==> config.mk <==
export PLATFORM = sky130hd
export DESIGN_NAME = axil_adder_master
export DESIGN_NICKNAME = d
export VERILOG_FILES = /design/src/rtl/axil_adder_master.sv
export SDC_FILE = /design/constraint.sdc
export NUM_CORES = 1
export LEC_CHECK = 0
export ABC_CLOCK_PERIOD_IN_PS = 1550
export CELL_PAD_IN_SITES_DETAIL_PLACEMENT = 0
export CELL_PAD_IN_SITES_GLOBAL_PLACEMENT = 2
export CORE_MARGIN = 4
export CORE_UTILIZATION = 31
export DETAILED_ROUTE_END_ITERATION = 10
export DONT_BUFFER_PORTS = 1
export GPL_TIMING_DRIVEN = 0
export PLACE_DENSITY_LB_ADDON = 0.15
export SKIP_LAST_GASP = 1
export SYNTH_ARGS = -nofsm -noshare
export SYNTH_HDL_FRONTEND = slang
export SYNTH_SLANG_ARGS = --single-unit
==> constraint.sdc <==
create_clock -name m0_axi_aclk -period 1.55 [get_ports m0_axi_aclk]
set_input_delay 0.31 -clock m0_axi_aclk [delete_from_list [all_inputs] [get_ports m0_axi_aclk]]
set_output_delay 0.31 -clock m0_axi_aclk [all_outputs]
set_load 0.01 [all_outputs]
==> src/rtl/axil_adder_master.sv <==
// AXI4-Lite initiator for the memory-mapped adder: writes operand A and B,
// reads the result register back and returns it on a valid/ready result port.
module axil_adder_master #(
  parameter int unsigned           DATA_WIDTH = 32,
  parameter int unsigned           ADDR_WIDTH = 8,
  parameter logic [ADDR_WIDTH-1:0] BASE_ADDR  = '0
) (
  input  logic                    m0_axi_aclk,
  input  logic                    m0_axi_areset,
  // command port
  input  logic                    cmd_valid,
  output logic                    cmd_ready,
  input  logic [DATA_WIDTH-1:0]   cmd_a,
  input  logic [DATA_WIDTH-1:0]   cmd_b,
  // result port
  output logic                    res_valid,
  input  logic                    res_ready,
  output logic [DATA_WIDTH-1:0]   res_data,
  output logic [1:0]              res_resp,
  // AXI4-Lite write address channel
  output logic [ADDR_WIDTH-1:0]   m0_axi_awaddr,
  output logic                    m0_axi_awvalid,
  input  logic                    m0_axi_awready,
  // AXI4-Lite write data channel
  output logic [DATA_WIDTH-1:0]   m0_axi_wdata,
  output logic [DATA_WIDTH/8-1:0] m0_axi_wstrb,
  output logic                    m0_axi_wvalid,
  input  logic                    m0_axi_wready,
  // AXI4-Lite write response channel
  input  logic [1:0]              m0_axi_bresp,
  input  logic                    m0_axi_bvalid,
  output logic                    m0_axi_bready,
  // AXI4-Lite read address channel
  output logic [ADDR_WIDTH-1:0]   m0_axi_araddr,
  output logic                    m0_axi_arvalid,
  input  logic                    m0_axi_arready,
  // AXI4-Lite read data channel
  input  logic [DATA_WIDTH-1:0]   m0_axi_rdata,
  input  logic [1:0]              m0_axi_rresp,
  input  logic                    m0_axi_rvalid,
  output logic                    m0_axi_rready
);

  localparam logic [1:0]            RESP_OKAY = 2'b00;
  localparam logic [ADDR_WIDTH-1:0] ADDR_A    = BASE_ADDR;
  localparam logic [ADDR_WIDTH-1:0] ADDR_B    = BASE_ADDR + ADDR_WIDTH'(4);
  localparam logic [ADDR_WIDTH-1:0] ADDR_RES  = BASE_ADDR + ADDR_WIDTH'(8);

  typedef enum logic [2:0] {
    IDLE,
    WR_A,
    WR_A_RESP,
    WR_B,
    WR_B_RESP,
    RD_ADDR,
    RD_DATA,
    DONE
  } state_t;

  state_t                  state;
  logic [DATA_WIDTH-1:0]   b_q;

  // A write channel is finished once its valid has dropped or is handshaking now.
  logic aw_done;
  logic w_done;
  assign aw_done = !m0_axi_awvalid || m0_axi_awready;
  assign w_done  = !m0_axi_wvalid  || m0_axi_wready;

  // NOTE: every flop in this block uses non-blocking assignments so that all
  // registered outputs update together on the edge and never race each other.
  always_ff @(posedge m0_axi_aclk) begin
    if (m0_axi_areset) begin
      state          <= IDLE;
      cmd_ready      <= 1'b0;
      b_q            <= '0;
      res_valid      <= 1'b0;
      res_data       <= '0;
      res_resp       <= RESP_OKAY;
      m0_axi_awaddr  <= '0;
      m0_axi_awvalid <= 1'b0;
      m0_axi_wdata   <= '0;
      m0_axi_wstrb   <= '0;
      m0_axi_wvalid  <= 1'b0;
      m0_axi_bready  <= 1'b0;
      m0_axi_araddr  <= '0;
      m0_axi_arvalid <= 1'b0;
      m0_axi_rready  <= 1'b0;
    end else begin
      case (state)
        IDLE: begin
          cmd_ready <= 1'b1;
          if (cmd_valid && cmd_ready) begin
            cmd_ready      <= 1'b0;
            b_q            <= cmd_b;
            res_resp       <= RESP_OKAY;
            m0_axi_awaddr  <= ADDR_A;
            m0_axi_awvalid <= 1'b1;
            m0_axi_wdata   <= cmd_a;
            m0_axi_wstrb   <= '1;
            m0_axi_wvalid  <= 1'b1;
            state          <= WR_A;
          end
        end

        WR_A, WR_B: begin
          if (m0_axi_awready) m0_axi_awvalid <= 1'b0;
          if (m0_axi_wready)  m0_axi_wvalid  <= 1'b0;
          if (aw_done && w_done) begin
            m0_axi_bready <= 1'b1;
            state         <= (state == WR_A) ? WR_A_RESP : WR_B_RESP;
          end
        end

        WR_A_RESP, WR_B_RESP: begin
          if (m0_axi_bvalid) begin
            m0_axi_bready <= 1'b0;
            if (m0_axi_bresp != RESP_OKAY) begin
              // Abort: report the write error without touching the bus again.
              res_resp  <= m0_axi_bresp;
              res_data  <= '0;
              res_valid <= 1'b1;
              state     <= DONE;
            end else if (state == WR_A_RESP) begin
              m0_axi_awaddr  <= ADDR_B;
              m0_axi_awvalid <= 1'b1;
              m0_axi_wdata   <= b_q;
              m0_axi_wvalid  <= 1'b1;
              state          <= WR_B;
            end else begin
              m0_axi_araddr  <= ADDR_RES;
              m0_axi_arvalid <= 1'b1;
              state          <= RD_ADDR;
            end
          end
        end

        RD_ADDR: begin
          if (m0_axi_arready) begin
            m0_axi_arvalid <= 1'b0;
            m0_axi_rready  <= 1'b1;
            state          <= RD_DATA;
          end
        end

        RD_DATA: begin
          if (m0_axi_rvalid) begin
            m0_axi_rready <= 1'b0;
            res_data      <= m0_axi_rdata;
            res_resp      <= m0_axi_rresp;
            res_valid     <= 1'b1;
            state         <= DONE;
          end
        end

        DONE: begin
          if (res_ready) begin
            res_valid <= 1'b0;
            cmd_ready <= 1'b1;
            state     <= IDLE;
          end
        end

        default: state <= IDLE;
      endcase
    end
  end

endmodule

---- Yosys cells after proc, flatten, opt, wreduce, memory -nomap -nowiden ----
Index checks and enable logic that the tools add are counted.
storage, ports and cells
  flip-flop bits (word level) ............. 118
  bits of input ports ..................... 109
  output and inout bits ................... 93
operators by class
  equality and inequality tests ........... 19
  muxes and demuxes ....................... 56
  bitwise operators ....................... 2
  reduce and logical (&&, ||, !) cells .... 32
operators by type and width
  kind                                           number
  two-way mux 32 bit                             7
  one-hot mux 32 bit (2 select lines)            2
  two-way mux 8 bit                              4
  two-way mux 3 bit                              9
  != test 2 bit, second input constant           12
  two-way mux 1 bit                              20
  AND reduction 5 bit                            4
  one-hot mux 3 bit (6 select lines)             1
  AND reduction 6 bit                            3
  one-hot mux 8 bit (2 select lines)             1
  nonzero test 2 bit                             7
  == test 3 bit, second input constant           4
  one-hot mux 1 bit (3 select lines)             3
  nonzero test 3 bit                             3
  two-way mux 2 bit                              4
  one-hot mux 1 bit (2 select lines)             4
  AND reduction 4 bit                            2
  == test 3 x 2 -> 1 bit, second input constant  2
  one-hot mux 2 bit (3 select lines)             1
  AND reduction 3 bit                            2
  AND reduction 2 bit                            2
  OR reduction 2 bit                             2
  == test 3 x 1 -> 1 bit, second input constant  1
  logical NOT 3 bit                              1
  other kinds (4)                                8

---- Logic depth before layout (Yosys ltp) ----
Gate-level depths: netlist (run 1).
  depth after elaboration ................. 5
  gate-level depth with buffers ........... 7
  gate-level depth less buffers ........... 4

---- Worst setup path after synthesis (run 1) ----
Ideal clock, no wire load.
  path kind ............................... register -> register
  start point ............................. reg cmd_ready
  end point ............................... reg m0_axi_wdata[15]
  library setup time ...................... 0.145 ns
  arrival ................................. 1.491 ns
  data required time ...................... 1.405 ns
  path slack .............................. -0.086 ns
  stages on the path, launching flop included .. 6
  path buffers ............................ 2
  clock period less this slack ............ 1.636 ns
  path through ............................ dfxtp_1 -> nand3b_1 -> a2111oi_4 -> buf_4 -> buf_2 -> a311oi_2
on the way
  cells in the longest elaborated chain, start to end .. 3
ends and longest elaborated chain
  element                               line  text
  start: declaration                    12    output logic cmd_ready,
  start signal: assignment              74    cmd_ready <= 1'b0;
  start signal: assignment              91    cmd_ready <= 1'b1;
  start signal: assignment              93    cmd_ready <= 1'b0;
  logical AND 1 bit                     92    if (cmd_valid && cmd_ready) begin
  != test 2 bit (no source line)        -
  AND reduction 5 bit (no source line)  -
  end signal: assignment                98    m0_axi_wdata <= cmd_a;
  end signal: assignment                126   m0_axi_wdata <= b_q;
  end: declaration                      25    output logic [DATA_WIDTH-1:0] m0_axi_wdata,
Every way passes these cells.
A chain may end at the register's enable or synchronous reset.

---- Worst setup path after layout (run 1) ----
  start point ............................. reg state[1]
  end point ............................... reg m0_axi_wdata[14]
on the way
  cells in the longest elaborated chain, start to end .. 4
  elaborated cells between the ends (all ways) .. 11
  those cells by class .................... eq/ne (6); mux (1); reduce/logical (4)
ends and longest elaborated chain
  element                                                               line     text
  start: declaration                                                    60       state_t state;
  start signal: assignment                                              110      state <= (state == WR_A) ? WR_A_RESP : WR_B_RESP;
  == test 3 x 2 -> 1 bit or == test 3 bit (tied branches)               89, 123
  OR reduction 2 bit                                                    89       case (state)
  != test 2 bit (no source line) or nonzero test 2 bit (tied branches)  -
  AND reduction 5 bit (no source line)                                  -
Parallel ways exist; a longest one is shown, timed or not.

==> results.ini, run 1 <==
[outcome]
outcome = finished with violations
violations = setup timing

[timing]
fin_skew_ps = 8.56
setup_ws_ps = -119
drv_slew = 0
max_freq_ghz = 0.599
tightest_slew_ps = 735
finalCriticalPeriod_ps = 1670
setup_viol = 34
setup_tns_ps = -2670
max-slew-margin-rel = 0.510
rsz0062_at_grt = yes
post-route-period-util = 1.08
hold_viol = 0

[layout]
antenna_cells = 0
final_nets = 727
multi_input_area_um2 = 2400
syn_to_final_growth_pct = 22.5
fin_cells = 811
final_common_cell = nand2_1
regArea_um2 = 2230
drive_above_1_share = 0.210
mostFrequentLayoutCells = nand2_1 (132), dfxtp_1 (107), a21oi_1 (102)
fill_cells = 1618

[clock_network]
clockBufferDepth = 2
cts_buffers = 9
cts_tree = built
clock-sinks = 111
clk_latency_ps = 350
hold_buffers = 0
clk_pin_slew_ps = 70
cts_root_buf = clkbuf_16
cts_max_level = 3

[logic_synthesis]
yosysUniqueCellTypes = 41
yosysSeqAreaShare = 0.466
synth-main-ff-cell = dfxtp_1
yosys_warnings = 0
netlist_area_um2 = 4770
synth_edf_count = 0
async_flop_share = 0
synth_cells = 583
ys_seq_elements = 111
synth.avg_cell_area_um2 = 8.19

[worst_setup_path]
worstSetupPathType = flip-flop to flip-flop
worst_r2r_path_depth = 6
cp_max_fo = 5
worst-r2r-setup-slack_ps = -120
timing.rr.end = m0_axi_wdata[14]$_SDFFE_PP0P_
regToRegStartpoint = state[1]$_SDFFE_PP0P_
cp.arrival_ps = 1930
start_kind = flip-flop
crit_required_ps = 1810
end_kind = flip-flop
crit_start = state[1]$_SDFFE_PP0P_

[route]
num_vias = 4323
wirelength_um = 15800
drc = 0
avgRoutedWirePerCell_um = 19.4
postRouteAntennaNets = 0
via_per_inst = 5.33
drtIter0Drc = 164
drt_pass1_iterations = 7

[placement]
dp_cells = 784
hpwl_um = 11500
pre_cts_ws_ps = -486
gp_congestion = 0.792
port_buffers = 0

[grt]
grt_use_total = 0.175
globalRouteOverflowTotal = 0
grt_antenna_before_repair = 0
grt_pass1_wl_um = 24200
grt_max_degree = 18
first_global_vias = 4251

[floorplanning]
dieArea_um2 = 17400
initial_core_util = 0.315
die-height_um = 132
die_w_um = 132
num_rows = 45
core_um2 = 15100
ios = 202

[min_path]
worstHoldEndpoint = m0_axi_awvalid$_SDFFE_PP0P_
hold_depth = 1
hp-start = m0_axi_awready
min_path_type = input port to flip-flop

[power_and_ir_drop]
leakage_nw = 2.02
powerDensity_nw_per_um2 = 2050
ir_drop_uv = 681

[run]
cap_viol_max_count = 0

## power by group
part           internal, mW  switching [mW]
Clock                  1.47            1.11
Sequential             3.56           0.829
Combinational          2.11            2.89
## repair_timing
action                     4_1_cts  5_1_grt
gates resized for setup         61       59
gates cloned                     1        3
pin swaps                       14       17
setup buffers                    7        2
setup endpoints to repair      108      103
## synth_stat cells, drive strengths merged, types with 2 or more instances
master   number  area [µm²]
a2111oi       2        36.3
a211o         2        17.5
a211oi       35         263
a21oi       104         521
a22oi         2        15.0
a311oi       34         360
a31oi         2        12.5
buf          45         277
clkbuf       22        82.6
dfxtp       111        2220
inv           4        15.0
mux2          2        22.5
mux2i         2        20.0
nand2       133         499
nand3         6        30.0
nor2         44         168
nor2b         5        31.3
nor3          5        25.0
o21ai         7        35.0
## critical path, cell delays in order (launching register included)
cell,delay [ps]
dfxtp_2,340
nand3b_1,210
a2111oi_4,410
buf_4,220
clkbuf_16,150
nor2_1,40
a311oi_1,220
## cells by family (layout without fill, tap and decap cells)
kind of cell	Yosys count	after routing	synth area share
AND/OR/NAND/NOR	200	200	0.168
AO/OA/AOI/OAI	194	194	0.275
flip-flops	111	111	0.466
buffers and inverters	71	98	0.0784
multiplexers	4	4	0.00891
XOR/XNOR	2	2	0.00367
other	1	14	0.000786
## per-stage QoR
step | hold WS [ps] | utilization | total power [mW] | instance area, µm²
6_report | 49.2 | 0.386 | 12.0 | 5850
4_1_cts | 29.8 | 0.372 | 11.6 | 5640
3_5_place_dp | 411 | 0.334 | 8.39 | 5060
5_1_grt | 33.9 | 0.386 | 12.8 | 5850
2_1_floorplan | 406 | - | 7.23 | 4830
3_3_place_gp | 408 | 0.334 | 8.32 | 5060
## flip-flops by register name (all words and copies together) (netlist names), 2 cells and up
| register | cells |
|---|---|
| b_q | 32 |
| m0_axi_wdata | 32 |
| res_data | 32 |
| state | 3 |
| res_resp | 2 |
## worst max-delay path by stage
| stage | end | slack (ps) | cells past startpoint |
|---|---|---|---|
| final | m0_axi_wdata[14]$_SDFFE_PP0P_ | -120 | 6 |
| after global routing | m0_axi_wdata[14]$_SDFFE_PP0P_ | -190 | 6 |
| after CTS | m0_axi_wdata[15]$_SDFFE_PP0P_ | -200 | 7 |
| after detailed placement | cmd_ready$_SDFFE_PP0P_ | -490 | 4 |
| after global placement | cmd_ready$_SDFFE_PP0P_ | -570 | 4 |
| after floorplan | res_resp[0]$_SDFFE_PP0P_ | 20 | 6 |
## per-layer routing
metal	vias to the layer above	GRT usage	wire [µm]
met4	0	0.0642	313
met3	19	0.0790	1570
met2	164	0.278	7170
met5	-	0	0
li1	2100	-	-
met1	2040	0.209	6710
## layout make-up
class	count	area share
plain buffers	66	0.0858
inverters	4	0.00257
clock inverters	5	0.0135
multi-input cells	414	0.411
well taps	188	0.0402
repair buffers	12	0.0233
flip-flops and latches	111	0.382
clock buffers	11	0.0415
(Power assumes the default switching activity.)
==> run 2, diff against run 1 <==
--- a/config.mk
+++ b/config.mk
@@ -10,6 +10,7 @@
 export CELL_PAD_IN_SITES_GLOBAL_PLACEMENT = 2
 export CORE_MARGIN = 4
 export CORE_UTILIZATION = 31
+export CTS_CLUSTER_SIZE = 8
 export DETAILED_ROUTE_END_ITERATION = 10
 export DONT_BUFFER_PORTS = 1
 export GPL_TIMING_DRIVEN = 0
==> constraint.sdc (replaced) <==
create_clock -name m0_axi_aclk -period 1.55 [get_ports m0_axi_aclk]
set_input_delay 0.31 -clock m0_axi_aclk [delete_from_list [all_inputs] [get_ports m0_axi_aclk]]
set_output_delay 0.31 -clock m0_axi_aclk [all_outputs]
set_load 0.02 [all_outputs]
==> run 2 against run 1 <==
Sequential share of layout area about the same; largest power group unchanged; final area about the same; first-iteration DRC count up 18%; the flow still finishes with violations (setup timing); utilization about the same; total power up 0.44%; maximum frequency down 3.5%; via count up 0.79%; non-clock buffer count up 8; flip-flop and latch count unchanged; critical path type unchanged; register-to-register slack worse by 60 ps; worst setup slack worse by 60 ps.
==> results.ini, run 2 (synthesized netlist as in run 1, its figures left out) <==
[route]
drtIter0Drc = 193  ; +18%
via_per_inst = 5.32  ; -0.20%
num_vias = 4357  ; +0.79%
wirelength_um = 15900  ; +1.1%
drc = 0  ; unchanged
drt_pass1_iterations = 6  ; -1
postRouteAntennaNets = 0  ; unchanged
avgRoutedWirePerCell_um = 19.5  ; about the same

[timing]
tightest_slew_ps = 729  ; -6.28 ps
setup_tns_ps = -4690  ; -2020 ps
drv_slew = 0  ; unchanged
setup_ws_ps = -179  ; -60.0 ps
hold_viol = 0  ; unchanged
setup_viol = 34  ; unchanged
post-route-period-util = 1.12  ; +0.0387
max-slew-margin-rel = 0.514  ; +0.00418
max_freq_ghz = 0.578  ; -3.5%
rsz0062_at_grt = yes
fin_skew_ps = 4.63  ; -3.94 ps
finalCriticalPeriod_ps = 1730  ; +60.0 ps

[grt]
grt_use_total = 0.177  ; +0.00174
grt_max_degree = 18  ; unchanged
top_usage_layer = met2
use_met3 = 0.0912  ; +0.0122
use_met1 = 0.211  ; +0.00203
globalRouteOverflowTotal = 0  ; unchanged
grt_antenna_before_repair = 0  ; unchanged
grt_pass1_wl_um = 24700  ; +2.0%
grt_use_met2 = 0.277  ; -0.000285
first_global_vias = 4359  ; +2.5%

[layout]
mostFrequentLayoutCells = nand2_1 (132), dfxtp_1 (107), a21oi_1 (104)
antenna_cells = 0  ; unchanged
fin_util = 0.386  ; about the same
fill_cells = 1579  ; -2.4%
final_nets = 735  ; +1.1%
final_common_cell = nand2_1
syn_to_final_growth_pct = 22.5  ; about the same
largestRegisters = b_q: 32 flops, m0_axi_wdata: 32 flops, res_data: 32 flops
drive_above_1_share = 0.209  ; -0.00108

[placement]
port_buffers = 0  ; unchanged
hpwl_um = 11500  ; +0.72%
gp_congestion = 0.806  ; +1.8%

[outcome]
violations = setup timing
outcome = finished with violations

[floorplanning]
initial_core_util = 0.315  ; unchanged
die_w_um = 132  ; unchanged
dieArea_um2 = 17400  ; unchanged
core_um2 = 15100  ; unchanged
die-height_um = 132  ; unchanged
num_rows = 45  ; unchanged
ios = 202  ; unchanged

[clock_network]
cts_root_buf = clkbuf_16
cts_tree = built
clockBufferDepth = 2  ; unchanged
clk_latency_ps = 350  ; about the same
cts_max_level = 3  ; unchanged
clock-sinks = 111  ; unchanged
cts_buffers = 9  ; unchanged
clk_pin_slew_ps = 70  ; about the same

[run]
cap_viol_max_count = 0  ; unchanged

[worst_setup_path]
cp_max_fo = 8  ; +3
end_kind = flip-flop
crit_required_ps = 1810  ; about the same
start_kind = flip-flop
cp.arrival_ps = 1990  ; +60 ps
worstSetupPathType = flip-flop to flip-flop

[power_and_ir_drop]
powerDensity_nw_per_um2 = 2060  ; +0.48%
leakage_nw = 2.03  ; +0.33%
ir_drop_uv = 740  ; +8.6%

[min_path]
min_path_type = input port to flip-flop

run 2: cell type report:
type	count	area, µm²	area share
Tap cell	188	235	0.0402
Timing Repair Buffer	20	185	0.0317
Buffer	66	523	0.0895
Sequential cell	111	2230	0.382
Clock inverter	5	31.3	0.00535
Inverter	4	15.0	0.00257
Multi-Input combinational cell	414	2370	0.405
Clock buffer	11	253	0.0432
run 2: power breakdown:
| part | switching [mW] | internal (mW) | total, mW |
|---|---|---|---|
| clock | 1.10 | 1.18 | 2.28 |
| combinational | 2.89 | 2.09 | 4.98 |
| sequential | 1.19 | 3.56 | 4.75 |
| total | 5.18 | 6.84 | 12.0 |
run 2: metrics by stage:
| stage | area [µm²] | setup slack (ps) | instances | total power, mW | hold WS [ps] |
|---|---|---|---|---|---|
| after floorplan | 4830 | 15.7 | 596 | 7.64 | 406 |
| after global placement | 5060 | -547 | 784 | 8.74 | 408 |
| after detailed placement | 5060 | -459 | 784 | 8.81 | 410 |
| after CTS | 5580 | -185 | 811 | 11.7 | 32.2 |
| after global routing | 5840 | -272 | 819 | 12.9 | 34.4 |
| final | 5840 | -179 | 819 | 12.0 | 49.5 |
run 2: what timing repair did:
action,in CTS,in global routing
setup buffers,10,5
hold buffers,0,0
endpoints found under the setup margin,107,101
resized for setup,58,64
cloned,1,4
pin swaps,11,22
run 2: path summary, 6_finish.rpt:
check                    startpoint                            end  slack, ps  cells past startpoint
max reg2reg  cmd_ready$_SDFFE_PP0P_  m0_axi_wdata[16]$_SDFFE_PP0P_       -180                      6
max          cmd_ready$_SDFFE_PP0P_  m0_axi_wdata[16]$_SDFFE_PP0P_       -180                      6
min                   m0_axi_wready     m0_axi_wvalid$_SDFFE_PP0P_         50                      1
min reg2reg    b_q[29]$_SDFFE_PP0P_           b_q[29]$_SDFFE_PP0P_        460                      2
run 2: metal layers:
layer	up-vias	share of wire
met4	0	0.022
met3	26	0.11
met1	2048	0.42
met2	162	0.45
met5	-	0
li1	2121	-
run 2: critical path: stages (launching register included):
cell and delay (ps):
dfxtp_4 410, nand3b_1 150, a2111oi_4 470, buf_6 220, clkbuf_16 170, nor2_2 40, a311oi_2 190
==> run 3, diff against run 2 <==
--- a/config.mk
+++ b/config.mk
@@ -16,6 +16,7 @@
 export GPL_TIMING_DRIVEN = 0
 export PLACE_DENSITY_LB_ADDON = 0.15
 export SKIP_LAST_GASP = 1
+export SLEW_MARGIN = 10
 export SYNTH_ARGS = -nofsm -noshare
 export SYNTH_HDL_FRONTEND = slang
 export SYNTH_SLANG_ARGS = --single-unit
==> results of run 3 <==
The final DEF is identical to that of run 2; final timing and power are the same.
